==> src/rtl/inst_fetch_ctrl_pkg.sv <==
// Shared constants and state encoding for the IF-stage fetch controller.
// Exception codes follow the MIPS Cause.ExcCode layout; EXC_NONE is an out-of-range marker.
package inst_fetch_ctrl_pkg;

    localparam int unsigned EXC_CODE_W = 5;
    localparam int unsigned STALL_W    = 6;

    localparam logic STOP   = 1'b1;
    localparam logic NOSTOP = 1'b0;

    localparam logic [EXC_CODE_W-1:0] EXC_NONE = 5'h10;
    localparam logic [EXC_CODE_W-1:0] EXC_ADEL = 5'h04;

    typedef enum logic [2:0] {
        IfIdle    = 3'd0,
        IfReq     = 3'd1,
        IfWait    = 3'd2,
        IfHold    = 3'd3,
        IfDiscard = 3'd4
    } if_state_e;

endpackage

==> src/rtl/inst_fetch_ctrl.sv <==
// IF-stage fetch controller: issues one SRAM-like read per PC, buffers the word and
// presents it to IF/ID until accepted. Responses made stale by a flush are dropped.
module inst_fetch_ctrl
    import inst_fetch_ctrl_pkg::*;
#(
    parameter int unsigned ADDR_W = 32,
    parameter int unsigned EXC_W  = EXC_CODE_W
) (
    input  logic               cpu_clk_50M,
    input  logic               cpu_rst_n,
    input  logic [ADDR_W-1:0]  pc,
    input  logic [STALL_W-1:0] stall,
    input  logic               flush,
    output logic               inst_req,
    output logic               inst_wr,
    output logic [1:0]         inst_size,
    output logic [ADDR_W-1:0]  inst_addr,
    output logic [31:0]        inst_wdata,
    input  logic               inst_addr_ok,
    input  logic               inst_data_ok,
    input  logic [31:0]        inst_rdata,
    output logic [ADDR_W-1:0]  if_pc,
    output logic [ADDR_W-1:0]  if_pc_plus_4,
    output logic [EXC_W-1:0]   if_exccode,
    output logic [31:0]        if_inst,
    output logic               if_inst_data_ok,
    output logic               fetch_stall_req
);

    if_state_e state;
    logic      cancel;
    logic      pc_aligned;
    logic      unused_stall;

    assign pc_aligned   = (pc[1:0] == 2'b00);
    assign unused_stall = ^{stall[STALL_W-1:2], stall[0]};

    assign inst_req        = ((state == IfIdle) && !flush && pc_aligned) || (state == IfReq);
    assign inst_wr         = 1'b0;
    assign inst_size       = 2'b10;
    assign inst_addr       = pc;
    assign inst_wdata      = 32'h0;
    assign fetch_stall_req = (state != IfHold) && !flush;

    // The buffer doubles as the registered IF outputs: loaded on entry to HOLD, cleared on exit.
    always_ff @(posedge cpu_clk_50M or negedge cpu_rst_n) begin
        if (!cpu_rst_n) begin
            state           <= IfIdle;
            cancel          <= 1'b0;
            if_pc           <= '0;
            if_pc_plus_4    <= '0;
            if_exccode      <= EXC_W'(EXC_NONE);
            if_inst         <= 32'h0;
            if_inst_data_ok <= 1'b0;
        end else begin
            unique case (state)
                IfIdle: begin
                    if (!flush) begin
                        if (!pc_aligned) begin
                            state           <= IfHold;
                            if_pc           <= pc;
                            if_pc_plus_4    <= pc + ADDR_W'(4);
                            if_exccode      <= EXC_W'(EXC_ADEL);
                            if_inst         <= 32'h0;
                            if_inst_data_ok <= 1'b1;
                        end else if (inst_addr_ok) begin
                            state <= IfWait;
                        end else begin
                            state <= IfReq;
                        end
                    end
                end
                IfReq: begin
                    // Request stays up after a flush; the eventual response is thrown away.
                    if (inst_addr_ok) begin
                        state  <= (cancel || flush) ? IfDiscard : IfWait;
                        cancel <= 1'b0;
                    end else if (flush) begin
                        cancel <= 1'b1;
                    end
                end
                IfWait: begin
                    if (flush) begin
                        state <= inst_data_ok ? IfIdle : IfDiscard;
                    end else if (inst_data_ok) begin
                        state           <= IfHold;
                        if_pc           <= pc;
                        if_pc_plus_4    <= pc + ADDR_W'(4);
                        if_exccode      <= EXC_W'(EXC_NONE);
                        if_inst         <= inst_rdata;
                        if_inst_data_ok <= 1'b1;
                    end
                end
                IfDiscard: begin
                    if (inst_data_ok) begin
                        state <= IfIdle;
                    end
                end
                IfHold: begin
                    if (flush || (stall[1] == NOSTOP)) begin
                        state           <= IfIdle;
                        if_pc           <= '0;
                        if_pc_plus_4    <= '0;
                        if_exccode      <= EXC_W'(EXC_NONE);
                        if_inst         <= 32'h0;
                        if_inst_data_ok <= 1'b0;
                    end
                end
                default: begin
                    state  <= IfIdle;
                    cancel <= 1'b0;
                end
            endcase
        end
    end

endmodule

==> config.mk <==
export PLATFORM = sky130hd
export DESIGN_NAME = inst_fetch_ctrl
export DESIGN_NICKNAME = d
export VERILOG_FILES = /design/src/rtl/inst_fetch_ctrl_pkg.sv /design/src/rtl/inst_fetch_ctrl.sv
export SDC_FILE = /design/constraint.sdc
export NUM_CORES = 1
export LEC_CHECK = 0
export ABC_AREA = 1
export BUFFER_PORTS_ARGS = -buffer_cell sky130_fd_sc_hd__buf_2
export CORE_MARGIN = 2
export CORE_UTILIZATION = 48
export CTS_CLUSTER_SIZE = 28
export DETAILED_ROUTE_END_ITERATION = 8
export GPL_TIMING_DRIVEN = 0
export PLACE_DENSITY_LB_ADDON = 0.15
export SLEW_MARGIN = 15
export SYNTH_ARGS = -nofsm -noshare
export SYNTH_HDL_FRONTEND = slang
export SYNTH_SLANG_ARGS = --single-unit
==> constraint.sdc <==
create_clock -name cpu_clk_50M -period 1.8 [get_ports cpu_clk_50M]
set_input_delay 0.54 -clock cpu_clk_50M [delete_from_list [all_inputs] [get_ports cpu_clk_50M]]
set_output_delay 0.54 -clock cpu_clk_50M [all_outputs]
set_load 0.01 [all_outputs]
==> impl_results.md, run 1 <==
* Status: finished with violations
* Failing checks: negative setup slack
* Worst-path maximum fanout at 6
* All-Layer GR Usage at 25.51%
* CTS tree: yes
* Pwr Density at 1670 mW/mm²
* # diodes at 0
* Setup slack after layout at -0.03841 ns
* Port bufs at 201
* Vias in the first global route at 4770
* CTS buffer count at 9
* First-pass GRT wire length at 23780 µm
* Largest cells by area after synthesis: dfrtp_1 (46%), nand2_1 (18%), buf_4 (10%), o21ai_1 (6.0%), nor2_1 (4.0%)
* Period utilization at 102.1%
* Clock Latency Late Sink at 0.35 ns
* Syn Inst Count at 697
* Top FF cell, synth: dfrtp_1
* Slowest CP cell: dfrtp_2
* ANT nets after route at 0
* Final setup violation count at 1
* Clock Path Buffers at 2
* Crit-path cells: nor2_2 > nand3_2 > o21ai_2 > buf_2
* I/O pins at 246
* Placed cells at 1075
* Tot Pwr at 12040 µW
* TritonRoute pass-1 iters at 5
* Die width at 110.2 µm
* Worst-path clk slew at 0.07 ns
* Fill count at 1003
* Dpl hpwl at 11480 µm
* Minimum period implied by the final worst setup slack at 1.838 ns
* Initial Util at 49.52%
* Hold Buf Count CTS at 0
* Layout cells sized above 1 at 36.00%
* DP Worst Slack at -0.3463 ns
* WP depth at 4
* RSZ-0062 raised after global routing: true
* Setup slack, reg-to-reg at 0.05 ns
* Chip Height at 110.2 µm
* Post-synth top area share at 46.21%
* Detailed Route Iter0 Violations at 442
* Clock sinks at 101
* Warnings from Yosys at 0
* Synth cell count leaders: nand2_1 (260), dfrtp_1 (100), buf_4 (73), o21ai_1 (65), nor2_1 (58)
* Vias at 5193
* Pleak at 0.004019 µW
* Core area at 0.01094 mm²
* RD Place Congestion at 0.8703
* Layout Skew at 0.01026 ns
* Flops & latches, synth at 101
* Crit path DAT at 1.30 ns
* Type of origin of the critical path: flop
* Final hold vios at 0
* Number of synthesized flops with an enable pin at 0
* Number of H-tree levels at 3
* Largest net degree at the start of global routing at 79
* Clock root buffer: clkbuf_16
* Worst setup path class: flop to primary output
* Routed len/inst at 13.88 µm
* Syn Area/Cell at 7.769 µm²
* Vias/cell at 4.704
* Peak VDD IR at 0.7700 mV
* Delay-heaviest family, CP: flip-flops
* Endpoint type of the worst setup path: primary output
* Non-Filler Instances at 1104
* Hold WC Path Type: input pin to asynchronous set/reset pin
* Area grow syn2layout at 33.09%
* Critical path startpoint: state[1]
* Hold WS at 0.04137 ns
* Fmax at 0.5439 GHz
* WL final at 15330 µm
* Library cell with the highest instance count after synthesis: nand2_1
* Drt drc at 0
* Die ar. at 0.01215 mm²
* Async set-reset flop share out of synthesis at 100.0%
* R2R Path Start: state[1]
* Worst EP required at 1.26 ns
* Nets at 1035
* GRT overflow at 0
* Final Max Slew Viols at 0
* Cell Area, Synth at 0.005415 mm²
* Buf+Inv Stages, Crit Path at 1
* Max Cap Viol at 0
* Largest stage delay, worst path at 0.46 ns
* Worst Reg-to-Reg Cells at 11
* Post-synth top area cell: dfrtp_1
* Distinct cells, synth at 28
* Rows at 38
* Sequential-to-total area share from yosys stat at 46.70%
* Post-layout util at 65.90%
* Antenna violations before repair at 0
## routing by layer
layer	vias to the layer above	track usage [%]	routed length (µm)
met5	-	0	0
met4	0	8.214	194
met3	13	4.821	1300
met2	208	40.49	7045
met1	2381	35.41	6787
li1	2591	-	-
## kinds of logic (layout without fill, tap and decap cells)
logic type	Yosys count	after routing	share of synthesized area, %
simple gates	353	354	26.36
buf+inv	137	367	16.04
flops	101	101	46.70
xor+xnor	13	13	2.103
fa+ha+maj	1	1	0.2310
compound gates	90	90	8.433
other cells	2	38	0.1387
## where the power goes
part | total, µW | internal (µW) | switching, µW
clock | 1870 | 958 | 907
combinational | 6270 | 2510 | 3760
sequential | 3910 | 3350 | 554
total | 12000 | 6820 | 5220
## placed cells by master, fill, tap and decap left out
cell / instances
clkinv_2: 1
nor2_2: 6
inv_2: 3
nand3_2: 1
nand3b_4: 1
clkbuf_2: 5
xor2_1: 13
ha_1: 1
conb_1: 38
buf_2: 203
buf_6: 9
o21ai_0: 20
clkinv_4: 1
buf_16: 1
inv_1: 39
nor2_8: 1
clkinvlp_4: 2
dfrtp_1: 97
nor2_1: 53
a21oi_1: 2
and2_1: 1
o21ai_1: 65
nor2_4: 4
buf_4: 84
dfstp_2: 1
clkbuf_1: 4
clkbuf_16: 9
dfrtp_2: 3
nand4_1: 2
o221ai_1: 1
o31ai_1: 1
nand2_2: 4
nand2_1: 259
inv_6: 2
inv_8: 1
nand2_4: 1
nand3_1: 21
buf_12: 1
buf_8: 2
o21ai_2: 1
## per-stage QoR
step                TNS (ns)  area (µm²)
CTS                 -0.05118        7111
global placement     -103.65        6731
finish              -0.03841        7207
global route         -0.3508        7207
detailed placement    -14.05        6765
floorplan                  0        5550
## flip-flops by register name (all words and copies together), names as in the netlist
signal,flops
if_inst,32
if_exccode,2
if_pc,32
if_inst_data_ok,1
if_pc_plus_4,30
state,3
cancel,1
## final timing paths
kind / endpoint
worst max-delay path: inst_req
worst min-delay path: if_pc_plus_4[7]
worst max register to register: if_pc_plus_4[2]
worst min register to register: if_pc[8]
max in group asynchronous: if_exccode[4]
min in group cpu_clk_50M: if_inst[17]
## repair_timing
action / 4_1_cts / 5_1_grt
cloned: 0 / 1
setup endpoints to repair: 99 / 99
buffers inserted: 5 / 7
pin swaps: 4 / 10
resized for setup: 13 / 14
## layout make-up
class,count,area [µm²],share of cell area [%]
sequential,101,2532,35.14
multi-input combinational,496,2193,30.43
timing repair buffer,214,1130,15.68
buffer,95,735.7,10.21
clock buffer,9,225.2,3.125
tap,140,175.2,2.431
inverter,42,157.7,2.187
clock inverter,7,57.56,0.7986
(Power assumes the default switching activity.)
==> run 2: changes to the inputs <==
CORE_ASPECT_RATIO = 0.7   (was unset)
==> run 2 against run 1 <==
  * The run still ends with negative setup slack left
  * Sequential cell count is the same
  * Critical path depth grew 1
  * Clock skew shrank 0.0039 ns
  * Design area grew 1.0%
  * Total power grew 2.0%
  * Non-clock buffer count is the same
  * Combinational power grew 4.8%
  * Critical path type unchanged
  * Largest power group unchanged
==> impl_results.md, run 2 (synthesized netlist as in run 1, its figures left out) <==
* Die width at 131.0 µm (+19%)
* # diodes at 0 (unchanged)
* Largest net degree at the start of global routing at 52 (-34%)
* I/O pins at 246 (unchanged)
* ANT nets after route at 0 (unchanged)
* WL final at 14960 µm (-2.4%)
* Worst Reg-to-Reg Cells at 11 (unchanged)
* Clock root buffer: clkbuf_16
* Minimum period implied by the final worst setup slack at 1.829 ns (-0.009224 ns)
* RR Endpoint: if_pc_plus_4[18]
* Setup slack after layout at -0.02918 ns (+0.009223 ns)
* Worst EP required at 1.26 ns (about the same)
* Failing checks: negative setup slack
* Initial Util at 49.18% (-0.34 points)
* Peak VDD IR at 0.7840 mV (+1.8%)
* TritonRoute pass-1 iters at 5 (unchanged)
* Most common cell after layout, fill and taps aside: nand2_1
* Register Area at 0.002531 mm² (about the same)
* Port bufs at 201 (unchanged)
* RD Place Congestion at 0.8824 (+1.4%)
* Fill count at 956 (-4.7%)
* Layout Skew at 0.006353 ns (-0.003911 ns)
* Clock Path Buffers at 2 (unchanged)
* Worst setup path class: flop to primary output
* Vias in the first global route at 4557 (-4.5%)
* CTS buffer count at 9 (unchanged)
* Worst-path clk slew at 0.07 ns (about the same)
* Setup slack, reg-to-reg at 0.08 ns (+0.03 ns)
* Nets at 1035 (unchanged)
* Tot Pwr at 12290 µW (+2.0%)
* Hold WC Path Type: input pin to asynchronous set/reset pin
* Number of H-tree levels at 3 (unchanged)
* CTS tree: yes
* Dpl hpwl at 11460 µm (-0.13%)
* Clock Latency Late Sink at 0.34 ns (about the same)
* Clock sinks at 101 (unchanged)
* Area grow syn2layout at 34.47%
* Drt drc at 0 (unchanged)
* Fmax at 0.5467 GHz (+0.50%)
* Finished Cell Area at 0.007282 mm² (+1.0%)
* Vias at 5129 (-1.2%)
* Rows at 32 (-16%)
* Layout cells sized above 1 at 36.00% (unchanged)
* Period utilization at 101.6% (-0.51 points)
* DP Area at 0.006782 mm² (+0.24%)
* Slowest CP cell: dfrtp_1
* Vias/cell at 4.592 (-2.4%)
* GRT overflow at 0 (unchanged)
* RSZ-0062 raised after global routing: true
* Largest stage delay, worst path at 0.43 ns (-0.03 ns)
* Crit-path cells: inv_2 > nor2_2 > nand2_2 > o21ai_1 > buf_2
* All-Layer GR Usage at 24.63% (-0.88 points)
* Pleak at 0.004035 µW (+0.40%)
* Largest regs: if_inst x32, if_pc x32, if_pc_plus_4 x30
* Endpoint type of the worst setup path: primary output
* Core area at 0.01101 mm² (+0.69%)
* Hold Buf Count CTS at 0 (unchanged)
* Final setup violation count at 1 (unchanged)
* DP Worst Slack at -0.3291 ns (+0.01729 ns)
* Final Max Slew Viols at 0 (unchanged)
* Die ar. at 0.01216 mm² (+0.11%)
* R2R Path Start: state[0]
* Area of the multi-input gates at 0.002218 mm² (+1.1%)
* First-pass GRT wire length at 22940 µm (-3.5%)
* Final hold vios at 0 (unchanged)
* Status: finished with violations
* Antenna violations before repair at 0 (unchanged)
* Max Cap Viol at 0 (unchanged)
* Detailed Route Iter0 Violations at 258 (-42%)
* Chip Height at 92.87 µm (-16%)
* Crit path DAT at 1.29 ns (about the same)
* Worst-path maximum fanout at 4 (-2)
* Pwr Density at 1687 mW/mm² (+0.99%)
* Commonest non-fill, non-tap cells in the layout: nand2_1 (257), buf_2 (201), dfrtp_1 (98)
* Routed len/inst at 13.39 µm (-3.6%)
* Setup TNS at -0.02918 ns (+0.009223 ns)
* Type of origin of the critical path: flop
run 2: power breakdown:
part | switching, µW | internal (µW)
Combinational | 3870 | 2710
Clock | 845 | 938
Sequential | 578 | 3350
run 2: layout make-up:
type / instances / share of cell area [%]
Buffer: 95 / 10.19
Clock buffer: 10 / 3.144
Clock inverter: 6 / 0.5498
Inverter: 42 / 2.165
Multi-Input combinational cell: 496 / 30.46
Sequential cell: 101 / 34.76
Tap cell: 153 / 2.629
Timing Repair Buffer: 214 / 16.10
run 2: worst max-delay path by stage:
| stage | from | to | depth (start not counted) |
|---|---|---|---|
| 6_report | state[0] | inst_req | 5 |
| 5_1_grt | state[0] | inst_req | 5 |
| 4_1_cts | state[2] | inst_req | 4 |
| 3_5_place_dp | pc[3] | if_pc_plus_4[24] | 10 |
| 3_3_place_gp | cpu_rst_n | cancel | 1 |
| 2_1_floorplan | flush | if_pc[29] | 10 |
run 2: what timing repair did:
action                                 CTS  global route
endpoints found under the hold margin    0             0
cloned                                   0             2
pin swaps                                1             7
setup endpoints to repair               99            99
resized for setup                       12            27
buffers inserted                         2             9
run 2: layer usage:
| layer | vias to the layer above | global-route usage, % | routed length (µm) |
|---|---|---|---|
| met5 | - | 0 | 0 |
| met4 | 0 | 5.851 | 173 |
| met3 | 14 | 5.546 | 1113 |
| met2 | 216 | 36.74 | 6413 |
| met1 | 2307 | 36.46 | 7255 |
| li1 | 2592 | - | - |
run 2: critical path: cells and delay by family, from the launching register on:
family | cells | cell delay [ns]
and+or+nand+nor | 2 | 0.22
buffers and inverters | 2 | 0.22
DFF | 1 | 0.43
AOI/OAI and AO/OA | 1 | 0.08
run 2: through the flow:
stage / utilization [%] / hold slack, ns / instances
finish: 66.14 / 0.1310 / 1117
global route: 66.14 / 0.1733 / 1117
CTS: 64.34 / 0.1417 / 1106
detailed placement: 61.59 / 0.4641 / 1088
global placement: 61.28 / 0.4524 / 1087
floorplan: - / 0.2444 / 733
==> run 3: changes to the inputs <==
CORE_UTILIZATION = 43   (was 48)
clock period = 1.58 ns   (was 1.8 ns; I/O delays follow)
==> run 3 against run 2 <==
  * The flow still finishes with violations (negative setup slack)
  * Design area up 13%
  * First-iteration DRC count up 14%
  * Register-to-register slack worse by 0.29 ns
  * Setup slack worse by 0.18 ns
  * Critical path type is now flop to flop
  * Highest routed layer unchanged
==> impl_results.md, run 3 (synthesized netlist as in run 1, its figures left out) <==
* Worst Hold Path Cells at 3
* Setup slack after layout at -0.2065 ns (-0.1773 ns)
* Comb power frac at 60.9% (+7.4 points)
* ANT nets after route at 0 (unchanged)
* CTS tree: yes
* Final hold vios at 0 (unchanged)
* Largest regs: if_inst x32, if_pc x32, if_pc_plus_4 x30
* Commonest non-fill, non-tap cells in the layout: nand2_1 (209), buf_2 (200), dfrtp_1 (97)
* Crit path DAT at 2.06 ns (+0.77 ns)
* Buf+Inv Stages, Crit Path at 4 (+2)
* Final Max Slew Viols at 0 (unchanged)
* Final setup violation count at 99 (+98)
* TritonRoute pass-1 iters at 5 (unchanged)
* Period utilization at 113.1%
* Status: finished with violations
* Post-layout util at 66.70% (+0.57 points)
* Worst setup path class: flop to flop
* Port bufs at 201 (unchanged)
* Max Cap Viol at 0 (unchanged)
* Detailed Route Iter0 Violations at 294 (+14%)
* DP Area at 0.006794 mm² (+0.18%)
* Number of H-tree levels at 3 (unchanged)
* Vias in the first global route at 4812 (+5.6%)
* Delay-heaviest family, CP: simple AND/OR/NAND/NOR gates
* First-pass GRT wire length at 24780 µm (+8.1%)
* Largest stage delay, worst path at 0.48 ns (+0.05 ns)
* Clock Latency Late Sink at 0.35 ns (about the same)
* Fmax at 0.5598 GHz
* Most frequent CP cell: nand2_1
* Die width at 138.1 µm (+5.5%)
* Worst Reg-to-Reg Cells at 11 (unchanged)
* Worst-path maximum fanout at 10 (+6)
* Vias at 5413 (+5.5%)
* Most common cell after layout, fill and taps aside: nand2_1
* Rows at 34 (+6.3%)
* Drt drc at 0 (unchanged)
* WP depth at 11 (+6)
* Pleak at 0.004492 µW (+11%)
* Worst-path clk slew at 0.07 ns (about the same)
* Pwr Density at 2204 mW/mm² (+31%)
* Crit-path cells: inv_2 > nand2_1 > nor2_2 > nand2_1 > nand2_2 > inv_4 > nand2_8 > buf_12 > buf_8 > nand2_1 > o21ai_1
* Flop pwr share at 25.4% (-6.6 points)
* Minimum period implied by the final worst setup slack at 1.786 ns
* Hold WC Path Type: input pin to flop
* # diodes at 0 (unchanged)
* Switch share at 41.80% (-1.2 points)
* Finished Cell Area at 0.008229 mm² (+13%)
* Sw Pwr at 7582 µW (+43%)
* Internal power at 10560 µW (+51%)
* Die ar. at 0.01352 mm² (+11%)
* All-Layer GR Usage at 22.84% (-1.8 points)
* Layout cells sized above 1 at 46.85% (+11 points)
* WL final at 17120 µm (+14%)
* Chip Height at 97.89 µm (+5.4%)
* Clock sinks at 101 (unchanged)
* Initial Util at 43.89% (-5.3 points)
* Area grow syn2layout at 51.96%
* Type of origin of the critical path: flop
* CTS buffer count at 9 (unchanged)
* Routed len/inst at 14.94 µm (+12%)
* Antenna violations before repair at 0 (unchanged)
* Nets at 1055 (+1.9%)
* Core area at 0.01234 mm² (+12%)
* Endpoint type of the worst setup path: flop
* Largest net degree at the start of global routing at 81 (+56%)
* Worst EP required at 1.85 ns (+0.59 ns)
* Layout Skew at 0.007646 ns (+0.001294 ns)
* GRT overflow at 0 (unchanged)
* Failing checks: negative setup slack
* Clock root buffer: clkbuf_16
* I/O pins at 246 (unchanged)
* Peak VDD IR at 0.9922 mV (+27%)
* RD Place Congestion at 0.8496 (-3.7%)
* Clk pwr share at 13.7% (-0.8 points)
* Dpl hpwl at 11660 µm (+1.7%)
* RSZ-0062 raised after global routing: true
* Tot Pwr at 18140 µW (+48%)
* Slowest CP cell: dfrtp_2
* Clock Path Buffers at 2 (unchanged)
* Vias/cell at 4.723 (+2.9%)
[run 3: cell count changes in the layout (fill, tap and decap cells not counted), sizes merged]
cell	previous run	this run
clkbuf	19	28
buf	300	308
clkinv	4	1
bufinv	0	2
inv	43	45
clkinvlp	1	0
dlygate4sd3	0	1
nand3b	1	2
nor2	64	65
[run 3: cell type report]
type,count,area [µm²]
Sequential cell,101,2532
Inverter,42,160.2
Buffer,95,867.1
Fill cell,1064,4108
Clock buffer,10,239.0
Multi-Input combinational cell,498,2601
Tap cell,162,202.7
Clock inverter,6,91.34
Timing Repair Buffer,232,1535
[run 3: path summary, 6_finish.rpt]
check / start / end / slack, ns
worst max register to register: state[1] / if_pc_plus_4[4] / -0.21
worst max-delay path: state[1] / if_pc_plus_4[4] / -0.21
max in group asynchronous: cpu_rst_n / if_exccode[4] / 0.33
worst min-delay path: inst_rdata[4] / if_inst[4] / 0.36
min in group asynchronous: cpu_rst_n / if_pc_plus_4[24] / 0.54
worst min register to register: if_pc[9] / if_pc[9] / 0.47
[run 3: what timing repair did]
item | CTS | global route
hold buffers | 1 | 0
gates cloned | 4 | 13
setup buffers | 7 | 8
endpoints found under the hold margin | 21 | 0
gates resized for setup | 52 | 140
pin swaps | 3 | 30
endpoints found under the setup margin | 99 | 101
[run 3: metal layers]
| layer | routed length (µm) | vias to the layer above | track usage, % |
|---|---|---|---|
| met5 | 0 | - | 0 |
| met4 | 181 | 0 | 5.416 |
| met3 | 1457 | 16 | 5.051 |
| met2 | 7522 | 227 | 34.54 |
| met1 | 7960 | 2529 | 33.65 |
| li1 | - | 2641 | - |
[run 3: worst min-delay path, cell delays in order]
cell,delay [ns]
buf_2,0.09
nand2_1,0.05
o21ai_1,0.06
[run 3: power by group through the flow]
| stage | logic [µW] | clock network [µW] | registers, µW |
|---|---|---|---|
| 2_1_floorplan | 3680 | 0 | 5000 |
| 3_3_place_gp | 6780 | 0 | 4480 |
| 3_5_place_dp | 6860 | 0 | 4480 |
| 4_1_cts | 8090 | 2520 | 4460 |
| 5_1_grt | 11900 | 2630 | 4760 |
| 6_report | 11000 | 2480 | 4610 |
[run 3: stage by stage]
step                      hold WS, ns  setup slack [ns]  std cells  TNS, ns
after global routing           0.3591           -0.3078       1146   -24.42
after CTS                      0.3575           -0.1961       1125   -11.16
final                          0.3647           -0.2065       1146   -14.79
after detailed placement       0.3369           -0.5035       1097   -35.38
after floorplan                0.1784          0.003689        733        0
after global placement         0.4495            -1.091       1096  -145.48
